`src/rtl/task_dispatcher.sv`:
```
// Round-robin priority dispatcher: scans task slots one per cycle, issues Execute,
// waits a fixed slice, then issues Finish on a registered valid/ready op bus.
module task_dispatcher #(
    parameter int         NUM_TASKS    = 4,
    parameter int         SLICE_CYCLES = 8,
    parameter logic [3:0] EXE_OP       = 4'b0111,
    parameter logic [3:0] FIN_OP       = 4'b1000
) (
    input  logic                    CLK,
    input  logic                    RST,
    input  logic                    EN,
    input  logic [16*NUM_TASKS-1:0] in_tasks,
    output logic [15:0]             out_op,
    output logic                    out_valid,
    input  logic                    out_ready,
    output logic [7:0]              cur_task,
    output logic                    busy,
    output logic [2:0]              dbg_state_o
);

    localparam int IDX_W = (NUM_TASKS > 1) ? $clog2(NUM_TASKS) : 1;
    localparam int CNT_W = (SLICE_CYCLES > 1) ? $clog2(SLICE_CYCLES) : 1;

    typedef enum logic [2:0] {
        S_IDLE = 3'd0,
        S_SCAN = 3'd1,
        S_EXE  = 3'd2,
        S_RUN  = 3'd3,
        S_FIN  = 3'd4
    } state_t;

    // Valid/ready: a command transfers on a rising edge where out_valid and out_ready
    // are both 1; out_valid and out_op hold unchanged until that edge (or reset).

    state_t             state_q,      state_d;
    logic [IDX_W-1:0]   scan_idx_q,   scan_idx_d;
    logic [IDX_W-1:0]   scan_cnt_q,   scan_cnt_d;
    logic [IDX_W-1:0]   rr_ptr_q,     rr_ptr_d;
    logic               best_valid_q, best_valid_d;
    logic [7:0]         best_id_q,    best_id_d;
    logic [7:0]         best_prio_q,  best_prio_d;
    logic [IDX_W-1:0]   best_slot_q,  best_slot_d;
    logic [CNT_W-1:0]   cnt_q,        cnt_d;
    logic [7:0]         cur_task_q,   cur_task_d;
    logic               out_valid_q,  out_valid_d;
    logic [15:0]        out_op_q,     out_op_d;

    logic [15:0]        slot_w [NUM_TASKS];
    logic [15:0]        slot_word;
    logic               take;

    function automatic logic [IDX_W-1:0] wrap_inc(input logic [IDX_W-1:0] v);
        wrap_inc = (v == IDX_W'(NUM_TASKS - 1)) ? '0 : v + IDX_W'(1);
    endfunction

    always_comb begin
        for (int i = 0; i < NUM_TASKS; i++) begin
            slot_w[i] = in_tasks[i*16 +: 16];
        end
    end

    always_ff @(posedge CLK) begin
        if (RST) begin
            state_q      <= S_IDLE;
            scan_idx_q   <= '0;
            scan_cnt_q   <= '0;
            rr_ptr_q     <= '0;
            best_valid_q <= 1'b0;
            best_id_q    <= '0;
            best_prio_q  <= '0;
            best_slot_q  <= '0;
            cnt_q        <= '0;
            cur_task_q   <= '0;
            out_valid_q  <= 1'b0;
            out_op_q     <= '0;
        end else begin
            state_q      <= state_d;
            scan_idx_q   <= scan_idx_d;
            scan_cnt_q   <= scan_cnt_d;
            rr_ptr_q     <= rr_ptr_d;
            best_valid_q <= best_valid_d;
            best_id_q    <= best_id_d;
            best_prio_q  <= best_prio_d;
            best_slot_q  <= best_slot_d;
            cnt_q        <= cnt_d;
            cur_task_q   <= cur_task_d;
            out_valid_q  <= out_valid_d;
            out_op_q     <= out_op_d;
        end
    end

    always_comb begin
        state_d      = state_q;
        scan_idx_d   = scan_idx_q;
        scan_cnt_d   = scan_cnt_q;
        rr_ptr_d     = rr_ptr_q;
        best_valid_d = best_valid_q;
        best_id_d    = best_id_q;
        best_prio_d  = best_prio_q;
        best_slot_d  = best_slot_q;
        cnt_d        = cnt_q;
        cur_task_d   = cur_task_q;
        out_valid_d  = 1'b0;
        out_op_d     = '0;

        slot_word = slot_w[scan_idx_q];
        // Strict compare: the earliest slot in rotated order keeps a tie.
        take = (slot_word != 16'h0000) && (!best_valid_q || (slot_word[7:0] > best_prio_q));

        case (state_q)
            S_IDLE: begin
                if (EN) begin
                    state_d      = S_SCAN;
                    scan_idx_d   = rr_ptr_q;
                    scan_cnt_d   = '0;
                    best_valid_d = 1'b0;
                end
            end
            S_SCAN: begin
                if (take) begin
                    best_valid_d = 1'b1;
                    best_id_d    = slot_word[15:8];
                    best_prio_d  = slot_word[7:0];
                    best_slot_d  = scan_idx_q;
                end
                scan_idx_d = wrap_inc(scan_idx_q);
                scan_cnt_d = scan_cnt_q + IDX_W'(1);
                if (scan_cnt_q == IDX_W'(NUM_TASKS - 1)) begin
                    scan_cnt_d = '0;
                    state_d    = best_valid_d ? S_EXE : S_IDLE;
                end
            end
            S_EXE: begin
                if (out_valid_q && out_ready) begin
                    cur_task_d = best_id_q;
                    rr_ptr_d   = wrap_inc(best_slot_q);
                    cnt_d      = CNT_W'(SLICE_CYCLES - 1);
                    state_d    = S_RUN;
                end
            end
            S_RUN: begin
                if (cnt_q == '0) begin
                    state_d = S_FIN;
                end else begin
                    cnt_d = cnt_q - CNT_W'(1);
                end
            end
            S_FIN: begin
                if (out_valid_q && out_ready) begin
                    cur_task_d = '0;
                    if (EN) begin
                        state_d      = S_SCAN;
                        scan_idx_d   = rr_ptr_q;
                        scan_cnt_d   = '0;
                        best_valid_d = 1'b0;
                    end else begin
                        state_d = S_IDLE;
                    end
                end
            end
            default: state_d = S_IDLE;
        endcase

        // Outputs are registered from the next state so they align with it.
        out_valid_d = (state_d == S_EXE) || (state_d == S_FIN);
        case (state_d)
            S_EXE:   out_op_d = {4'h0, best_id_d[3:0], EXE_OP, 4'h0};
            S_FIN:   out_op_d = {4'h0, cur_task_d[3:0], FIN_OP, 4'h0};
            default: out_op_d = '0;
        endcase
    end

    assign out_op      = out_op_q;
    assign out_valid   = out_valid_q;
    assign cur_task    = cur_task_q;
    assign busy        = (state_q != S_IDLE);
    assign dbg_state_o = state_q;

endmodule

```
`config.mk`:
```
export PLATFORM = sky130hd
export DESIGN_NAME = task_dispatcher
export DESIGN_NICKNAME = d
export VERILOG_FILES = /design/src/rtl/task_dispatcher.sv
export SDC_FILE = /design/constraint.sdc
export NUM_CORES = 1
export LEC_CHECK = 0
export BUFFER_PORTS_ARGS = -buffer_cell sky130_fd_sc_hd__buf_4
export CORE_MARGIN = 4
export CORE_UTILIZATION = 40
export DETAILED_ROUTE_END_ITERATION = 10
export PLACE_DENSITY = 0.7
export SKIP_LAST_GASP = 1
export SLEW_MARGIN = 20
export SYNTH_ARGS = -nofsm -noshare
export SYNTH_HDL_FRONTEND = slang
export SYNTH_SLANG_ARGS = --single-unit
```
`constraint.sdc`:
```
create_clock -name CLK -period 2.9 [get_ports CLK]
set_input_delay 0.87 -clock CLK [delete_from_list [all_inputs] [get_ports CLK]]
set_output_delay 0.87 -clock CLK [all_outputs]
set_load 0.005 [all_outputs]
```
### Word-level counts from Yosys, hierarchy flattened

Cells that the tools add are included.
W data, S select, Z words.

* add/subtract/negate cells: 4
* reduce and logical (&&, ||, !) cells: 17
* order comparisons: 2
* equality and inequality tests: 12
* bitwise operators: 1
* multiplexer cells: 34

Operators by type and width (count)
* $bmux W16 S2: 1
* $mux W16: 2
* $pmux W12 S2: 1
* $mux W3: 7
* $mux W2: 8
* $mux W8: 2
* $pmux W8 S2: 1
* $reduce_bool A16 Y1: 1
* $pmux W3 S5: 1
* $pmux W2 S3: 2
* $eq A3 B2 Y1 const B: 3
* $gt A8 B8 Y1: 1
* $mux W4: 2
* $add A2 B1 Y2 const B: 3
* $eq A2 B2 Y1 const B: 3
* $eq A3 B3 Y1 const B: 2
* $logic_not A3 Y1: 2
* $ne A2 B2 Y1 const B: 3
* $pmux W3 S2: 1
* $reduce_and A2 Y1: 3
* $reduce_and A3 Y1: 2
* $reduce_bool A3 Y1: 2
* $mux W1: 5
* $reduce_bool A2 Y1: 2
* 8 further kinds: 10

* bits in registers: 56
* output and inout bits: 29

### Depth between registers and ports, before layout

Gate-level depths: netlist (run 1).

* depth after elaboration: 14
* mapped depth: 13
* depth with buffers taken out: 9

### Worst setup path after synthesis (run 1)

OpenSTA, ideal clock, no wires.

* path type: input to register
* from: in in_tasks[23]
* to: reg best_slot_q[0]
* stages on the path: 10
* slack: -0.097 ns
* buffers on the path: 2
* data required time: 2.772 ns
* arrival time: 2.870 ns
* library setup time: 0.128 ns
* cells stage by stage: mux4_1 ha_1 a21oi_1 o21ai_0 o21a_1 o311ai_1 buf_6 buf_12 mux2i_1 nor2_1

* word-level cells in the longest chain between the ends: 7
* elaborated cells between the ends (all ways): 8
* classes of those cells: 1 x order compare; 3 x mux; 4 x reduce/logical

RTL lines
* start, declared: RTL line 12 `input logic [16*NUM_TASKS-1:0] in_tasks,`
* $bmux W16 S2 *: RTL line 106 `slot_word = slot_w[scan_idx_q];`
* $mux W16 (implied by the code) * (2 in series): RTL line 106
* $gt A8 B8 Y1: RTL line 108 `take = (slot_word != 16'h0000) && (!best_valid_q || (slot_word[7:0] > best_prio_q));`
* $logic_or A1 B1 Y1: RTL line 108
* $logic_and A1 B1 Y1 *: RTL line 108
* $reduce_and A2 Y1 (no source line) *
* end signal, assigned: RTL line 84 `best_slot_q <= best_slot_d;`
* end, declared: RTL line 42 `logic [IDX_W-1:0] best_slot_q, best_slot_d;`

Every way passes the cells marked *; elsewhere a longest branch is shown, timed or not. The select of a mux whose other input is x is not followed.
A chain may end at the register's enable or synchronous reset.

### Final worst setup path (run 1)

* from: in in_tasks[55]
* to: reg best_id_q[3]

* word-level cells in the longest chain between the ends: 8
* elaborated cells between the ends (all ways): 9
* classes of those cells: 1 x order compare; 5 x mux; 3 x reduce/logical

RTL lines
* $bmux W16 S2 *: RTL line 106
* $mux W16 (implied by the code) * (2 in series): RTL line 106
* named net slot_word[7]: RTL line 49 `logic [15:0] slot_word;`
* $gt A8 B8 Y1: RTL line 108
* $logic_or A1 B1 Y1: RTL line 108
* $logic_and A1 B1 Y1 *: RTL line 108
* $mux W4 *: RTL line 120 `if (take) begin`
* $mux W4 *: RTL line 110 `case (state_q)`
* end signal, assigned: RTL line 82 `best_id_q <= best_id_d;`
* end, declared: RTL line 40 `logic [7:0] best_id_q, best_id_d;`

The timed path passes the listed nets; every way through them passes the cells marked *. The select of a mux whose other input is x is not followed.

==> impl_results.md, run 1 <==
* Crit-path max FO at 13
* Utilization after layout at 57.47%
* Core Region at 6096 µm²
* Width of the die at 88.27 µm
* Clk root buf: clkbuf_8
* Slew at the pin with the worst max-slew slack at roughly 0.68 ns
* RSZ-0062 raised after global routing: false
* Placed wire-length estimate at slightly below 5000 µm
* Initial DRC count at 104
* Initial Util at 42.28%
* Crit-path max cell delay at 0.52 ns
* WL final at 6282 µm
* Fmax at 357.0 MHz
* Synth-to-layout area growth at 35.92%
* Share of layout cells above drive strength 1 at 37.40%
* Post-synth cell types at 40
* Fin crit period at 2.801 ns
* Endpoints failing hold at 0
* Post-Synthesis Cells at 258
* Syn avg cell area at 9.990 µm²
* Row Count at 28
* CP delay by family, top: multiplexers
* Max VDD drop at 0.2376 mV
* H-Tree Level Count at 2
* #FFs+latches synth at 46
* Slowest-stage cell, CP: mux4_2
* Antenna-violating nets left at 0
* Crit path arrival time at 3.00 ns
* Final setup vio count at 0
* Ports at 97
* Power, Total at 1485 µW
* Post-synth EDFFs at 0
* Leading register cell type out of synthesis: dfxtp_1
* Headroom to the max-slew limit at 54.37%
* Area occupied by multi-input gates at approximately 1500 µm²
* Initial DRT Pass Iterations at 4
* Slew Limit Fails at 0
* Worst-skew pair later-pin latency at 0.31 ns
* PD cells at 423.9 nW/µm²
* Worst hold-check path type: reg2reg
* Max Cap Violations at 0
* Synthesis Warnings at 0
* Final period util at 96.59%
* # clock sinks at 46
* GP Congestion at 0.8461
* Clk slew on worst S/H paths at 0.10 ns
* Die area at 7792 µm²
* Pleak at 0.001597 µW
* Critical path endpoint category: register
* Crit path cell chain: buf_4, mux4_2, ha_4, a21oi_1, o21ai_0, o21a_1, o311ai_4, buf_12, mux2i_1, nor2_1
* Die height at slightly below 90 µm
* CP Class: in2reg
* Setup bufs post-CTS at 0
* Clock Skews at between 0.007 and 0.008 ns
* Initial antenna violation count at 0
* Required @ worst endpoint at 3.10 ns
* Largest net degree at the start of global routing at 40
* Synthesized area at 2577 µm²
* Port buffer count at 88
* NumNets Final at roughly 440
* CTS buffer count at 5
* Global-route wire length before repair at 10,260 µm
* FFs w/ async S/R, synth at 0%
* Total gr overflow at 0
* Sequential share of the synthesized area at 35.73%
* Vias per Instance at 5.220
* Mean routed wirelength per cell at 14.41 µm
* DRC errors left at 0
* Inserted Diodes at 0
* Total GRT Usage at approximately 17%
* FF+latch area at 922.1 µm²
* Vias at between 2,000 and 2,500
* Vias in the first global route at 2,278
* Clk buf depth at 2
* Status: completed
* # fillers at 549
* CTS tree: built
* Crit path launch type: primary input
* Buf/Inv on CP at 2
==> per-stage QoR <==
step | instance area [µm²] | hold slack (ns) | instances | worst slack [ns] | TNS (ns)
after floorplan | 2597 | 0.4366 | 265 | 0.004983 | 0
after global routing | 3503 | 0.5139 | 436 | 0.002992 | 0
after global placement | 3379 | 0.4475 | 427 | -0.1865 | -3.216
after CTS | 3477 | 0.4789 | 435 | 0.09753 | 0
final | 3503 | 0.4856 | 436 | 0.09876 | 0
after detailed placement | 3379 | 0.4611 | 427 | -0.2163 | -3.879
==> where the power goes <==
| group | total [µW] | switching [µW] | leakage, µW | internal [µW] |
|---|---|---|---|---|
| Sequential | 684 | 24.7 | 0.000374 | 659 |
| Combinational | 376 | 154 | 0.00117 | 222 |
| Clock | 426 | 245 | 0.0000506 | 180 |
==> layer usage <==
metal | share of wire [%] | routed length [µm] | vias up | GRT usage (%)
li1 | - | - | 1121 | -
met1 | 42 | 2644 | 1090 | 20.05
met2 | 51 | 3218 | 57 | 29.98
met3 | 5.0 | 316 | 8 | 3.538
met4 | 1.6 | 102 | 0 | 5.357
met5 | 0 | 0 | - | 0
==> worst register-to-register path, cell delays in order, from the launching register on <==
cell and delay (ns):
dfxtp_2 0.40, buf_12 0.16, mux4_2 0.53, ha_1 0.31, nor2b_1 0.14, o211ai_1 0.15, a21oi_1 0.12, o311ai_4 0.30
buf_12 0.20, mux2i_1 0.26, nor2_1 0.06
==> registers in the layout, indices dropped and copies added (netlist names) <==
name,cells
cur_task,8
best_slot_q,2
dbg_state_o,3
best_valid_q,1
out_op,6
best_prio_q,8
scan_idx_q,2
cnt_q,3
best_id_q,8
out_valid,1
scan_cnt_q,2
rr_ptr_q,2
==> layout by cell type, fill, tap and decap left out, types with 2 or more instances in the layout <==
cell type,count
a211oi_1,4
a21boi_0,2
a21oi_1,12
a22oi_1,9
buf_12,2
buf_4,108
clkbuf_8,5
conb_1,8
dfxtp_1,45
ha_1,12
inv_1,14
mux2i_1,18
mux4_1,4
mux4_2,12
nand2_1,12
nand2b_1,3
nand4_1,4
nor2_1,41
nor2b_1,6
nor3_1,4
nor4_1,4
o211ai_1,2
o21a_1,2
o21ai_0,3
o21ai_1,5
or3_1,2
==> cells by family (layout without fill, tap and decap cells) <==
kind of cell             after synthesis  count (layout)  share of synthesized area (%)
AND/OR/NAND/NOR                       81              81                          14.61
flip-flops                            46              46                          35.73
AO/OA/AOI/OAI                         45              45                          11.55
buffers and inverters                 37             133                          8.738
multiplexers                          34              34                          22.57
adder cells (fa/ha/maj)               13              13                          6.311
other                                  1               8                         0.1455
XOR/XNOR                               1               1                         0.3399
==> worst paths after layout <==
path	startpoint	endpoint	slack [ns]	depth (start not counted)
setup reg to reg	scan_idx_q[0]	best_id_q[3]	0.17	10
hold / removal	rr_ptr_q[1]	rr_ptr_q[1]	0.49	2
hold reg to reg	rr_ptr_q[1]	rr_ptr_q[1]	0.49	2
setup / recovery	in_tasks[55]	best_id_q[3]	0.1	10
==> cell type report <==
| cell class | instances | area share, % |
|---|---|---|
| clock buffers | 5 | 1.964 |
| clock inverters | 3 | 0.8214 |
| inverters | 14 | 1.500 |
| multi-input cells | 182 | 41.71 |
| flip-flops and latches | 46 | 26.32 |
| well taps | 75 | 2.679 |
| repair buffers | 111 | 25.00 |
==> synth_stat cells (5+ instances only) <==
cell	count	area share (%)
a21oi_1	12	2.3
clkbuf_1	8	1.2
nand2_1	12	1.7
inv_1	14	2.0
dfxtp_1	46	36
nor2_1	41	6.0
mux4_1	11	11
ha_1	13	6.3
mux4_2	5	4.4
nor2b_1	6	1.5
a22oi_1	9	2.6
buf_4	10	2.9
o21ai_1	5	0.97
mux2i_1	18	7.0
==> timing repair <==
action                                  4_1_cts  5_1_grt
hold buffers                                  0        0
endpoints found under the setup margin        0        1
resized for setup                             0        1
(Power assumes the default switching activity.)
==> run 2, diff against run 1 <==
HOLD_SLACK_MARGIN = 0.06   (was not set)
PLACE_DENSITY = 0.67   (was 0.7)
clock period = 3 ns   (was 2.9 ns; I/O delays follow)
==> run 2 against run 1 <==
Sequential cell count stayed put; first-iteration DRC count is 20% lower; non-clock buffer count stayed put; largest cell class unchanged; largest power group unchanged.
==> impl_results.md, run 2 (same netlist as run 1, synthesis figures left out) <==
* Status: completed (unchanged)
* Combinational share of power at 25.4% (was 25.3%)
* WL final at 6110 µm (was 6282 µm)
* Slew at the pin with the worst max-slew slack at 0.7199 ns (was 0.6799 ns)
* CP Class: in2reg (unchanged)
* Port buffer count at 88 (unchanged)
* GP Congestion at 0.7795 (was 0.8461)
* Fin crit period at 2.899 ns
* Antenna-violating nets left at 0 (unchanged)
* Sequential share of power at 43.7% (was 46.1%)
* Setup bufs post-CTS at 0 (unchanged)
* R2R depth at 9 (was 10)
* Ports at 97 (unchanged)
* Core Region at 6096 µm² (unchanged)
* Internal power at 1115 µW (was 1062 µW)
* RSZ-0062 raised after global routing: false (unchanged)
* Clk root buf: clkbuf_8 (unchanged)
* Die height at 88.27 µm (unchanged)
* NumNets Final at 441 (unchanged)
* Max Cap Violations at 0 (unchanged)
* Final setup vio count at 0 (unchanged)
* Reg-to-reg endpoint: out_op[10] (was best_id_q[3])
* Fmax at 344.9 MHz
* Row Count at 28 (unchanged)
* Vias in the first global route at 2,200 (was 2,278)
* Total GRT Usage at 15.85% (was 16.76%)
* Crit path launch type: primary input (unchanged)
* H-Tree Level Count at 2 (unchanged)
* Worst r2r src: scan_idx_q[0] (unchanged)
* Width of the die at 88.27 µm (unchanged)
* DRC errors left at 0 (unchanged)
* Clock network power share at 30.9% (was 28.6%)
* Endpoints failing hold at 0 (unchanged)
* Commonest non-fill, non-tap cell in the layout: buf_4 (unchanged)
* Sw frac at 26.46% (was 28.51%)
* Inserted Diodes at 0 (unchanged)
* Initial DRC count at 83 (was 104)
* CTS buffer count at 5 (unchanged)
* Share of layout cells above drive strength 1 at 39.06% (was 37.40%)
* Largest net degree at the start of global routing at 40 (unchanged)
* Critical Path Sink: out_op[10] (was best_id_q[3])
* Final period util at 96.64%
* # clock sinks at 46 (unchanged)
* PD cells at 422.6 nW/µm² (was 423.9 nW/µm²)
* Initial antenna violation count at 0 (unchanged)
* Mean routed wirelength per cell at 14.01 µm (was 14.41 µm)
* Die area at 7792 µm² (unchanged)
* Total gr overflow at 0 (unchanged)
* Worst-skew pair later-pin latency at 0.30 ns (was 0.31 ns)
* CP Launch Point: in_tasks[21] (was in_tasks[55])
* Utilization after layout at 58.85% (was 57.47%)
* Vias at 2,239 (was 2,276)
* Clk slew on worst S/H paths at 0.09 ns (was 0.10 ns)
* Clock Skews at 0.006130 ns (was 0.007876 ns)
* Min-delay src: rr_ptr_q[1] (unchanged)
* Max VDD drop at 0.2747 mV (was 0.2376 mV)
* Vias per Instance at 5.135 (was 5.220)
* Crit-path max FO at 6 (was 13)
* Slew Limit Fails at 0 (unchanged)
* Commonest cells after routing, fill and taps aside: buf_4 (108), dfxtp_1 (45), nor2_1 (41), mux2i_1 (15), inv_1 (14) (was buf_4 (108), dfxtp_1 (45), nor2_1 (41), mux2i_1 (18), inv_1 (14))
* Slowest-stage cell, CP: mux4_1 (was mux4_2)
* Required @ worst endpoint at 3.20 ns (was 3.10 ns)
* Placed wire-length estimate at 4779 µm (was 4879 µm)
* Crit path cell chain: buf_4, mux4_1, ha_4, nand4_1, o21a_1, o311ai_4, buf_12, mux2i_4, o21ai_1 (was buf_4, mux4_2, ha_4, a21oi_1, o21ai_0, o21a_1, o311ai_4, buf_12, mux2i_1, nor2_1)
* Critical path endpoint category: register (unchanged)
* CTS tree: built (unchanged)
* Clk buf depth at 2 (unchanged)
* Crit path arrival time at 3.10 ns (was 3.00 ns)
* Fin Setup TNS at 0 ns (unchanged)
* Initial Util at 42.28% (unchanged)
* Global-route wire length before repair at 9742 µm (was 10,260 µm)
* Switching Power at 401.1 µW (was 423.5 µW)
* Flop-to-flop setup slack at 0.17 ns (about the same)
* Synth-to-layout area growth at 39.17% (was 35.92%)
* Worst hold-check path type: reg2reg (unchanged)
* Crit-path max cell delay at 0.56 ns (was 0.52 ns)
* Headroom to the max-slew limit at 51.68% (was 54.37%)
* Initial DRT Pass Iterations at 4 (unchanged)
* Pleak at 0.001597 µW (about the same)
-- run 2: routing by layer --
metal,wire [µm],up-vias,track usage [%]
met1,2662,1033,20.77
met3,456,7,3.911
met5,0,-,0
met4,69,0,4.121
li1,-,1124,-
met2,2921,75,26.31
-- run 2: final cells by class --
cell class                      instances  area [µm²]
Fill cell                             546        2509
Inverter                               14       52.55
Clock inverter                          3       43.79
Tap cell                               75       93.84
Timing Repair Buffer                  111       862.1
Clock buffer                            5       68.82
Multi-Input combinational cell        182        1544
Sequential cell                        46       922.1
-- run 2: how the worst min path moves through the flow --
stage,cells past startpoint,to
after global routing,1,cnt_q[0]
after detailed placement,2,rr_ptr_q[1]
final,2,rr_ptr_q[1]
after CTS,2,rr_ptr_q[1]
after floorplan,2,rr_ptr_q[1]
after global placement,2,rr_ptr_q[1]
-- run 2: repair_timing --
action	4_1_cts	5_1_grt
endpoints found under the setup margin	0	20
gates resized for setup	0	19
hold endpoints to repair	0	0
hold buffers	0	0
-- run 2: power groups by stage --
stage,sequential [µW],clock [µW],combinational [µW]
after floorplan,663,0,225
after global placement,674,0,343
after detailed placement,675,0,351
after CTS,661,478,352
after global routing,668,500,429
final,663,468,385
-- run 2: critical path, delay by kind of cell --
family	cells	cell delay [ns]
mux	2	0.80
compound gates	3	0.71
fa+ha+maj	1	0.30
buf+inv	2	0.29
simple gates	1	0.09
-- run 2: through the flow --
step | cell area, µm² | total power [µW] | cells | hold slack, ns | setup slack (ns)
2_1_floorplan | 2611 | 887.8 | 265 | 0.4366 | 0.007355
5_1_grt | 3587 | 1596 | 436 | 0.5065 | 0.01340
6_report | 3587 | 1516 | 436 | 0.4619 | 0.1007
3_3_place_gp | 3401 | 1017 | 428 | 0.4531 | -0.2615
4_1_cts | 3513 | 1491 | 436 | 0.4671 | 0.04734
3_5_place_dp | 3401 | 1025 | 428 | 0.4551 | -0.2709
==> run 3, diff against run 2 <==
ABC_AREA = 1   (was not set)
BUFFER_PORTS_ARGS = not set   (was -buffer_cell sky130_fd_sc_hd__buf_4)
CELL_PAD_IN_SITES_DETAIL_PLACEMENT = 0   (was not set)
CELL_PAD_IN_SITES_GLOBAL_PLACEMENT = 1   (was not set)
DONT_BUFFER_PORTS = 1   (was not set)
PLACE_DENSITY = not set   (was 0.67)
PLACE_DENSITY_LB_ADDON = 0.1   (was not set)
==> run 3 against run 2 <==
First-iteration DRC count down 13%; critical endpoint is now best_prio_q[7]; largest power group unchanged; count of clock-buffer cells in the layout unchanged; global-route usage about the same; worst setup slack better by 0.37 ns; die area up 8.3%.
==> impl_results.md, run 3 <==
* Simple-Gate Fraction of Synth Area at 32.74% (was 14.61%)
* CTS tree: built (unchanged)
* Commonest non-fill, non-tap cell in the layout: nand2_1 (was buf_4)
* Leading register cell type out of synthesis: dfxtp_1 (unchanged)
* Width of the die at 91.86 µm (was 88.27 µm)
* Clk buf depth at 2 (unchanged)
* Hold depth at 2 (unchanged)
* Vias in the first global route at 2,402 (was 2,200)
* Synth Area in Compound Gates at 12.81% (was 11.55%)
* Reg-to-reg endpoint: best_prio_q[7] (was out_op[10])
* Sequential share of the synthesized area at 32.74% (was 35.73%)
* Post-Synthesis Cells at 420 (was 258)
* Core Region at 6794 µm² (was 6096 µm²)
* Syn avg cell area at 6.697 µm² (was 9.990 µm²)
* NumNets Final at 492 (was 441)
* CP Launch Point: scan_idx_q[1] (was in_tasks[21])
* Design area at 2849 µm² (was 3587 µm²)
* Largest net degree at the start of global routing at 34 (was 40)
* Status: completed (unchanged)
* H-Tree Level Count at 2 (unchanged)
* Clk slew on worst S/H paths at 0.09 ns (about the same)
* DP Area at 2755 µm² (was 3401 µm²)
* Required @ worst endpoint at 3.23 ns (was 3.20 ns)
* Fmax at 395.6 MHz (was 344.9 MHz)
* WL final at 6534 µm (was 6110 µm)
* Die area at 8437 µm² (was 7792 µm²)
* Clock Skews at 0.008028 ns (was 0.006130 ns)
* Share of Yosys cell area claimed by the top area cell type at 32.74% (was 35.73%)
* Headroom to the max-slew limit at 53.45% (was 51.68%)
* Setup bufs post-CTS at 0 (unchanged)
* Global-route wire length before repair at 10,960 µm (was 9742 µm)
* GP Congestion at 0.7359 (was 0.7795)
* WHS Endpoint: cnt_q[2] (was rr_ptr_q[1])
* Crit-path max FO at 28 (was 6)
* Crit path arrival time at 2.76 ns (was 3.10 ns)
* Post-synth EDFFs at 0 (unchanged)
* RSZ-0062 raised after global routing: false (unchanged)
* Inserted Diodes at 0 (unchanged)
* PD cells at 495.6 nW/µm² (was 422.6 nW/µm²)
* Initial Util at 41.40% (was 42.28%)
* Commonest cells after routing, fill and taps aside: nand2_1 (135), inv_1 (46), dfxtp_1 (46), nand3_1 (34), nor2_1 (33) (was buf_4 (108), dfxtp_1 (45), nor2_1 (41), mux2i_1 (15), inv_1 (14))
* Utilization after layout at 41.93% (was 58.85%)
* Top-count cell post-synth: nand2_1 (was dfxtp_1)
* Pleak at 0.001347 µW (was 0.001597 µW)
* Slew at the pin with the worst max-slew slack at 0.6975 ns (was 0.7199 ns)
* Pre-CTS WS at 0.2807 ns (was -0.2709 ns)
* R2R depth at 15 (was 9)
* CTS hold repair buffers at 0 (unchanged)
* Row Count at 30 (was 28)
* Mean routed wirelength per cell at 12.86 µm (was 14.01 µm)
* Vias at 2,456 (was 2,239)
* Initial DRC count at 72 (was 83)
* Initial DRT Pass Iterations at 4 (unchanged)
* Endpoints failing hold at 0 (unchanged)
* Commonest cells in the synthesized netlist: nand2_1 (135), dfxtp_1 (46), inv_1 (46) (was dfxtp_1 (46), nor2_1 (41), mux2i_1 (18))
* Synthesis Warnings at 0 (unchanged)
* Synth-to-layout area growth at 1.290% (was 39.17%)
* Post_cts resized at 0 (unchanged)
* Final period util at 84.26% (was 96.64%)
* Worst-skew pair later-pin latency at 0.30 ns (about the same)
* Port buffer count at 0 (was 88)
* Total gr overflow at 0 (unchanged)
* Mux cell area share after synthesis at 0% (was 22.57%)
* # clock sinks at 46 (unchanged)
* DRC errors left at 0 (unchanged)
* Clk root buf: clkbuf_8 (unchanged)
* Worst r2r src: scan_idx_q[1] (was scan_idx_q[0])
* Fin crit period at 2.528 ns (was 2.899 ns)
* Initial antenna violation count at 0 (unchanged)
* Slew Limit Fails at 0 (unchanged)
* Final setup vio count at 0 (unchanged)
* CTS buffer count at 5 (unchanged)
* Placed wire-length estimate at 5006 µm (was 4779 µm)
* Critical path endpoint category: register (unchanged)
* Crit path launch type: register (was primary input)
* Min-delay src: cnt_q[2] (was rr_ptr_q[1])
* Fin Setup TNS at 0 ns (unchanged)
* XOR/XNOR share of the synthesized area at 0% (was 0.3398%)
* Total GRT Usage at 15.81% (was 15.85%)
* FFs w/ async S/R, synth at 0% (unchanged)
* Synth Area in Adders at 5.783% (was 6.311%)
* Post-synth cell types at 36 (was 40)
* Vias per Instance at 4.835 (was 5.135)
* Flop-to-flop setup slack at 0.47 ns (was 0.17 ns)
* Final Worst Setup Slack at 0.4723 ns (was 0.1007 ns)
* Top post-synthesis cells by area: dfxtp_1 (33%), nand2_1 (18%), inv_1 (6.1%) (was dfxtp_1 (36%), mux4_1 (11%), mux2i_1 (7.0%))
* Max VDD drop at 0.1852 mV (was 0.2747 mV)
* Ports at 97 (unchanged)
* CP Class: reg2reg (was in2reg)
* Share of layout cells above drive strength 1 at 7.767% (was 39.06%)
* Main combinational cell family by area after synthesis: simple AND/OR/NAND/NOR gates (was multiplexers)
* Antenna-violating nets left at 0 (unchanged)
* #FFs+latches synth at 46 (unchanged)
* Die height at 91.86 µm (was 88.27 µm)
* Synth area leader: dfxtp_1 (unchanged)
* Worst hold-check path type: reg2reg (unchanged)
* Synthesized area at 2813 µm² (was 2577 µm²)
* Max Cap Violations at 0 (unchanged)
-- run 3: cell types whose count changed after synthesis, sizes merged, moves of 4 or more --
| cell | before | now |
|---|---|---|
| a21oi | 12 | 29 |
| a22oi | 9 | 4 |
| a31oi | 0 | 4 |
| buf | 15 | 23 |
| clkbuf | 8 | 4 |
| inv | 14 | 52 |
| mux2i | 18 | 0 |
| mux4 | 16 | 0 |
| nand2 | 12 | 143 |
| nand3 | 0 | 36 |
| nor2 | 41 | 33 |
| nor2b | 6 | 0 |
| nor4 | 4 | 0 |
| o21ai | 8 | 23 |
-- run 3: how the worst max path moves through the flow --
stage               cells past startpoint              to
detailed placement                     15    best_id_q[4]
floorplan                              16  best_prio_q[0]
global placement                       15  best_prio_q[7]
global route                           17      out_op[11]
CTS                                    15    best_id_q[4]
finish                                 15  best_prio_q[7]
-- run 3: stage by stage --
stage                     hold WS, ns  power, µW  std cells
after floorplan                0.4412      994.7        427
after global placement         0.4502       1028        500
after detailed placement       0.4544       1030        500
after CTS                      0.4686       1434        508
after global routing           0.5105       1517        508
final                          0.4639       1412        508
-- run 3: layer usage --
layer	routed length, µm	GRT usage [%]	vias to the layer above
li1	-	-	1290
met1	3036	20.70	1110
met2	3230	27.31	51
met3	238	2.871	5
met4	29	2.970	0
met5	0	0	-
-- run 3: logic make-up (layout without fill, tap and decap cells) --
group,Yosys count,count (layout)
compound gates,64,64
fa+ha+maj,13,13
buf+inv,79,64
flops,46,46
other cells,1,8
simple gates,217,217
-- run 3: cell type report --
type                    count  area, µm²
fillers                   758       3945
multi-input cells         302       1474
flip-flops and latches     46      920.9
inverters                  52      210.2
well taps                  96      120.1
clock buffers               5      68.82
repair buffers              4      30.03
clock inverters             3      25.02
-- run 3: where the power goes --
group | total, µW | switching [µW] | leakage (µW) | internal [µW]
sequential | 674 | 28.3 | 0.000375 | 645
combinational | 336 | 216 | 0.000928 | 120
clock | 402 | 233 | 0.0000447 | 169
-- run 3: worst max-delay path, cell delays in order, from the launching register on --
cell and delay, ns:
dfxtp_1 0.67, inv_4 0.20, nand3_1 0.13, nand2_1 0.11, ha_1 0.20, inv_1 0.05
a21oi_1 0.05, o21ai_0 0.17, nand2_1 0.07, nand2_1 0.06, nand2_1 0.04, nand2_1 0.09
nand3_4 0.15, inv_6 0.21, o21ai_0 0.10, a21oi_1 0.15
